File: src/rtl/if_id_stage_pkg.sv
// Shared sign-extender format codes, RV32 opcode constants and decode record
// for the IF/ID pipeline register.
`ifndef IF_ID_STAGE_DEFINES
`define IF_ID_STAGE_DEFINES
`define SEXT_I    3'b000
`define SEXT_S    3'b001
`define SEXT_B    3'b010
`define SEXT_U    3'b011
`define SEXT_J    3'b100
// Unused code: the sign extender's default path yields 0 for it.
`define SEXT_NONE 3'b111

`define OP_IMM    7'b0010011
`define OP_LOAD   7'b0000011
`define OP_JALR   7'b1100111
`define OP_STORE  7'b0100011
`define OP_BRANCH 7'b1100011
`define OP_LUI    7'b0110111
`define OP_AUIPC  7'b0010111
`define OP_JAL    7'b1101111
`define OP_REG    7'b0110011
`endif

package if_id_stage_pkg;
  localparam logic [2:0] SEXT_I    = `SEXT_I;
  localparam logic [2:0] SEXT_S    = `SEXT_S;
  localparam logic [2:0] SEXT_B    = `SEXT_B;
  localparam logic [2:0] SEXT_U    = `SEXT_U;
  localparam logic [2:0] SEXT_J    = `SEXT_J;
  localparam logic [2:0] SEXT_NONE = `SEXT_NONE;

  typedef struct packed {
    logic [2:0] sext_op;
    logic       rs1_used;
    logic       rs2_used;
    logic       rd_valid;
    logic       illegal;
  } inst_class_t;
endpackage

File: src/rtl/if_id_stage_classify.sv
// Combinational opcode classifier feeding the IF/ID load path: immediate
// format, register-use flags and illegal-opcode detection.
module inst_classify
  import if_id_stage_pkg::*;
(
  input  logic [31:0] inst,
  output logic [2:0]  sext_op,
  output logic        rs1_used,
  output logic        rs2_used,
  output logic        rd_valid,
  output logic        illegal
);

  inst_class_t cls;
  logic        unused_hi;

  assign unused_hi = ^inst[31:7];

  always_comb begin
    cls = '{sext_op: `SEXT_NONE, rs1_used: 1'b0, rs2_used: 1'b0,
            rd_valid: 1'b0, illegal: 1'b1};
    case (inst[6:0])
      `OP_IMM, `OP_LOAD, `OP_JALR:
        cls = '{`SEXT_I,    1'b1, 1'b0, 1'b1, 1'b0};
      `OP_STORE:
        cls = '{`SEXT_S,    1'b1, 1'b1, 1'b0, 1'b0};
      `OP_BRANCH:
        cls = '{`SEXT_B,    1'b1, 1'b1, 1'b0, 1'b0};
      `OP_LUI, `OP_AUIPC:
        cls = '{`SEXT_U,    1'b0, 1'b0, 1'b1, 1'b0};
      `OP_JAL:
        cls = '{`SEXT_J,    1'b0, 1'b0, 1'b1, 1'b0};
      `OP_REG:
        cls = '{`SEXT_NONE, 1'b1, 1'b1, 1'b1, 1'b0};
      default: ;
    endcase
  end

  assign sext_op  = cls.sext_op;
  assign rs1_used = cls.rs1_used;
  assign rs2_used = cls.rs2_used;
  assign rd_valid = cls.rd_valid;
  assign illegal  = cls.illegal;

endmodule

File: src/rtl/if_id_stage.sv
// IF/ID pipeline register with registered opcode decode for the ID stage.
// Optional IF_ID_PERF_EN adds saturating stall/flush event counters.
module if_id_stage
  import if_id_stage_pkg::*;
#(
  parameter logic [31:0] RESET_PC = 32'h0000_0000,
  parameter logic [31:0] NOP_INST = 32'h0000_0013
) (
  input  logic        cpu_clk,
  input  logic        cpu_rst,
  input  logic        if_valid,
  input  logic [31:0] if_pc,
  input  logic [31:0] if_inst,
  input  logic        id_stall,
  input  logic        id_flush,
  output logic        id_valid,
  output logic [31:0] id_pc,
  output logic [31:0] id_pc4,
  output logic [31:0] id_inst,
  output logic [2:0]  id_sext_op,
  output logic [24:0] id_sext_din,
  output logic [4:0]  id_rs1,
  output logic [4:0]  id_rs2,
  output logic [4:0]  id_rd,
  output logic        id_rs1_used,
  output logic        id_rs2_used,
  output logic        id_illegal,
  output logic [31:0] perf_stall_cnt,
  output logic [31:0] perf_flush_cnt
);

  logic [2:0] c_sext_op;
  logic       c_rs1_used;
  logic       c_rs2_used;
  logic       c_rd_valid;
  logic       c_illegal;
  logic       load_bubble;

  inst_classify u_classify (
    .inst     (if_inst),
    .sext_op  (c_sext_op),
    .rs1_used (c_rs1_used),
    .rs2_used (c_rs2_used),
    .rd_valid (c_rd_valid),
    .illegal  (c_illegal)
  );

  assign load_bubble = cpu_rst || id_flush || (!id_stall && !if_valid);

  // Bubble fields are the decode of NOP_INST (addi x0,x0,0).
  always_ff @(posedge cpu_clk) begin
    if (load_bubble) begin
      id_valid    <= 1'b0;
      id_pc       <= RESET_PC;
      id_pc4      <= RESET_PC + 32'd4;
      id_inst     <= NOP_INST;
      id_sext_op  <= `SEXT_I;
      id_sext_din <= NOP_INST[31:7];
      id_rs1      <= 5'd0;
      id_rs2      <= 5'd0;
      id_rd       <= 5'd0;
      id_rs1_used <= 1'b1;
      id_rs2_used <= 1'b0;
      id_illegal  <= 1'b0;
    end else if (!id_stall) begin
      id_valid    <= 1'b1;
      id_pc       <= if_pc;
      id_pc4      <= if_pc + 32'd4;
      id_inst     <= if_inst;
      id_sext_op  <= c_sext_op;
      id_sext_din <= if_inst[31:7];
      id_rs1      <= if_inst[19:15];
      id_rs2      <= if_inst[24:20];
      id_rd       <= c_rd_valid ? if_inst[11:7] : 5'd0;
      id_rs1_used <= c_rs1_used;
      id_rs2_used <= c_rs2_used;
      id_illegal  <= c_illegal;
    end
  end

`ifdef IF_ID_PERF_EN
  logic [31:0] stall_cnt_q;
  logic [31:0] flush_cnt_q;

  always_ff @(posedge cpu_clk) begin
    if (cpu_rst) begin
      stall_cnt_q <= '0;
      flush_cnt_q <= '0;
    end else begin
      if (id_stall && !id_flush && (stall_cnt_q != '1))
        stall_cnt_q <= stall_cnt_q + 32'd1;
      if (id_flush && (flush_cnt_q != '1))
        flush_cnt_q <= flush_cnt_q + 32'd1;
    end
  end

  assign perf_stall_cnt = stall_cnt_q;
  assign perf_flush_cnt = flush_cnt_q;
`else
  assign perf_stall_cnt = '0;
  assign perf_flush_cnt = '0;
`endif

endmodule
File: config.mk
export PLATFORM = sky130hd
export DESIGN_NAME = if_id_stage
export DESIGN_NICKNAME = d
export VERILOG_FILES = /design/src/rtl/if_id_stage_pkg.sv /design/src/rtl/if_id_stage_classify.sv /design/src/rtl/if_id_stage.sv
export SDC_FILE = /design/constraint.sdc
export NUM_CORES = 1
export LEC_CHECK = 0
export CORE_MARGIN = 4
export CORE_UTILIZATION = 38
export CTS_CLUSTER_SIZE = 12
export DETAILED_ROUTE_END_ITERATION = 8
export PLACE_DENSITY = 0.81
export REMOVE_ABC_BUFFERS = 1
export SLEW_MARGIN = 25
export SYNTH_ARGS = -nofsm -noshare
export SYNTH_HDL_FRONTEND = slang
export SYNTH_SLANG_ARGS = --single-unit
File: constraint.sdc
create_clock -name cpu_clk -period 2.6 [get_ports cpu_clk]
set_input_delay 0.39 -clock cpu_clk [delete_from_list [all_inputs] [get_ports cpu_clk]]
set_output_delay 0.39 -clock cpu_clk [all_outputs]
set_load 0.05 [all_outputs]
==> flow_summary.json <==
{
  "cts_setup_buffers": 0,
  "num_io_pins": 276,
  "yosysSeqAreaShare_pct": 42.0,
  "cp_data_required_time_ns": 2.86,
  "route.met2.wl_um": 6540,
  "clock_latency_ns": 0.34,
  "yosysWarnings": 0,
  "routed_wl_um": 13400,
  "htreeDepth": 3,
  "final_cell_mix": "210 x clkdlybuf4s50_1, 106 x dfxtp_1, 84 x nor2_1",
  "power_frac_seq_pct": 41.8,
  "fin_tns_setup_ns": 0,
  "num_antenna_cells": 0,
  "whs_ns": 0.459,
  "fin_area_um2": 7160,
  "cts_tree": "yes",
  "wl_met1_um": 5470,
  "swShare_pct": 31.1,
  "synth_seq_cells": 106,
  "status": "finished, final reports clean",
  "grt_pass1_wl_um": 19800,
  "hold_path_class": "register to register",
  "cts-resized-gates": 0,
  "p_leak_nw": 2.83,
  "fin_crit_sh_pct": 80.9,
  "initial_core_util_pct": 39.4,
  "power_frac_comb_pct": 22.6,
  "rsz0062_at_grt": "false",
  "topRoutingLayerUsed": "met4",
  "die-area_um2": 15200,
  "hold_buffers": 0,
  "clock_skew_ns": 0,
  "syn-instance-count": 559,
  "drcViolationCount": 0,
  "antenna_found_initial": 0,
  "dp_hpwl_um": 10100,
  "ys_async_sr_fraction_pct": 0,
  "rows": 41,
  "route.vias.total": 4185,
  "min_period_ns": 2.10,
  "place_ws_ns": 0.161,
  "syn_area_per_cell_um2": 9.04,
  "synth_edf_count": 0,
  "drv_slew": 0,
  "worstPathMaxFanout": 5,
  "vdd_drop_max_v": 0.000417,
  "pwr_density_cell_nw_per_um2": 568,
  "syn_to_final_growth_pct": 41.6,
  "grt_pass1_vias": 3865,
  "finalSetupViolations": 0,
  "power.internal_mw": 2.80,
  "max_freq_mhz": 476,
  "path_clk_slew_ns": 0.07,
  "cts_sinks": 106,
  "hold_viol_final": 0,
  "layout_commonest_cell": "clkdlybuf4s50_1",
  "cts.path.max_buffers": 2,
  "core_region_area_um2": 12800,
  "globalplace.congestion": 0.834,
  "cp.arrival_ns": 2.36,
  "worst_slack_ns": 0.498,
  "cts-root-buf": "clkbuf_16",
  "crit_path_end_kind": "register",
  "grt_max_degree": 69,
  "placed_area_um2": 6840,
  "maxCapViolations": 0,
  "overflow": 0,
  "dr_wl_met3_um": 1290,
  "drive_above_1_share_pct": 4.80,
  "cp-start-kind": "input pin",
  "tightest_slew_ns": 0.609,
  "critPathKind": "input pin to register",
  "p_sw_mw": 1.26,
  "grtUsageTotal_pct": 16.5,
  "cts_buffers": 9,
  "nets": 794,
  "drt_first_iter_violations": 203,
  "place.port_buffers": 211,
  "pwr-share-clk_pct": 35.6,
  "synth_ff_type": "dfxtp_1",
  "final_util_pct": 55.8,
  "die_h_um": 123,
  "slew_headroom_pct": 59.3,
  "syn_area_um2": 5050,
  "drt-pass1-iter-count": 4,
  "die_x_um": 123,
  "yosysUniqueCellTypes": 42,
  "final_antenna_net_count": 0,
  "avgViaCountPerCell": 4.64,
  "wl_per_cell_um": 14.9
}
-- per-stage QoR --
step | std cells | power, mW
after detailed placement | 885 | 2.65
final | 901 | 4.07
after floorplan | 492 | 2.31
after global routing | 901 | 4.23
after CTS | 901 | 4.11
after global placement | 885 | 2.65
-- worst max-delay path, cell delays in order --
cell             delay (ns)
clkdlybuf4s50_1        0.55
ha_1                   0.25
nand4_1                0.19
nor4_4                 0.40
and4_1                 0.28
a21oi_1                0.07
a311oi_1               0.23
-- final cells by class --
| type | instances | area, um2 |
|---|---|---|
| tap | 172 | 215 |
| clock buffer | 10 | 229 |
| clock inverter | 6 | 88.8 |
| timing repair buffer | 221 | 2200 |
| inverter | 1 | 3.75 |
| sequential | 106 | 2120 |
| fill | 1137 | 5670 |
| multi-input combinational | 385 | 2300 |
-- flip-flops by register name, summed over array words and instances, names as in the netlist --
register,count
id_pc4,30
id_valid,1
id_sext_op,3
id_rs2_used,1
id_pc,32
id_inst,32
id_rd,5
id_illegal,1
id_rs1_used,1
-- synthesized netlist by cell type (2+ instances only) --
cell type	n	area share [%]
buf_2	5	0.49
o21ai_0	24	2.4
nor4_4	2	0.84
dfxtp_1	106	42
nand3_1	10	0.99
a21oi_1	36	3.6
o21a_1	2	0.30
nor3_1	4	0.40
buf_4	101	15
and4_1	7	1.2
a22oi_1	5	0.74
nor2_1	84	6.2
buf_1	2	0.15
nand4_1	8	0.99
a211oi_1	3	0.45
o21ai_1	2	0.20
xnor2_1	6	1.0
nand2_1	22	1.6
mux2i_1	59	12
nor2b_1	8	0.99
clkbuf_1	22	1.6
and3_1	2	0.25
xor2_1	20	3.5
-- power by group through the flow --
stage	logic, mW	clock network (mW)	registers (mW)
floorplan	0.355	0	1.95
global placement	0.911	0	1.73
detailed placement	0.915	0	1.74
CTS	0.918	1.50	1.70
global route	0.967	1.55	1.70
finish	0.918	1.45	1.70
-- logic make-up (layout without fill, tap and decap cells) --
group | Yosys count | in the layout | share of synthesized area [%]
AO/OA/AOI/OAI | 82 | 82 | 9.43
XOR/XNOR | 26 | 26 | 4.50
adder cells (fa/ha/maj) | 1 | 1 | 0.247
buffers and inverters | 131 | 238 | 17.4
flip-flops | 106 | 106 | 42.0
multiplexers | 59 | 59 | 11.7
other | 1 | 64 | 0.0742
AND/OR/NAND/NOR | 153 | 153 | 14.7
-- metal layers --
layer  GRT usage (%)  vias up
met4            3.94        0
li1                -     2051
met5               0        -
met2            26.4      156
met3            6.95        9
met1            20.6     1969
-- final timing paths --
check                           from                      end  slack, ns  cells past startpoint
min            id_valid$_SDFFE_PP0N_    id_valid$_SDFFE_PP0N_       0.46                      1
max                         if_pc[3]  id_pc4[30]$_SDFFE_PP0N_       0.50                      7
max reg2reg  id_pc4[30]$_SDFFE_PP0N_  id_pc4[30]$_SDFFE_PP0N_       1.76                      4
min reg2reg    id_valid$_SDFFE_PP0N_    id_valid$_SDFFE_PP0N_       0.46                      1
(Power assumes the default switching activity.)
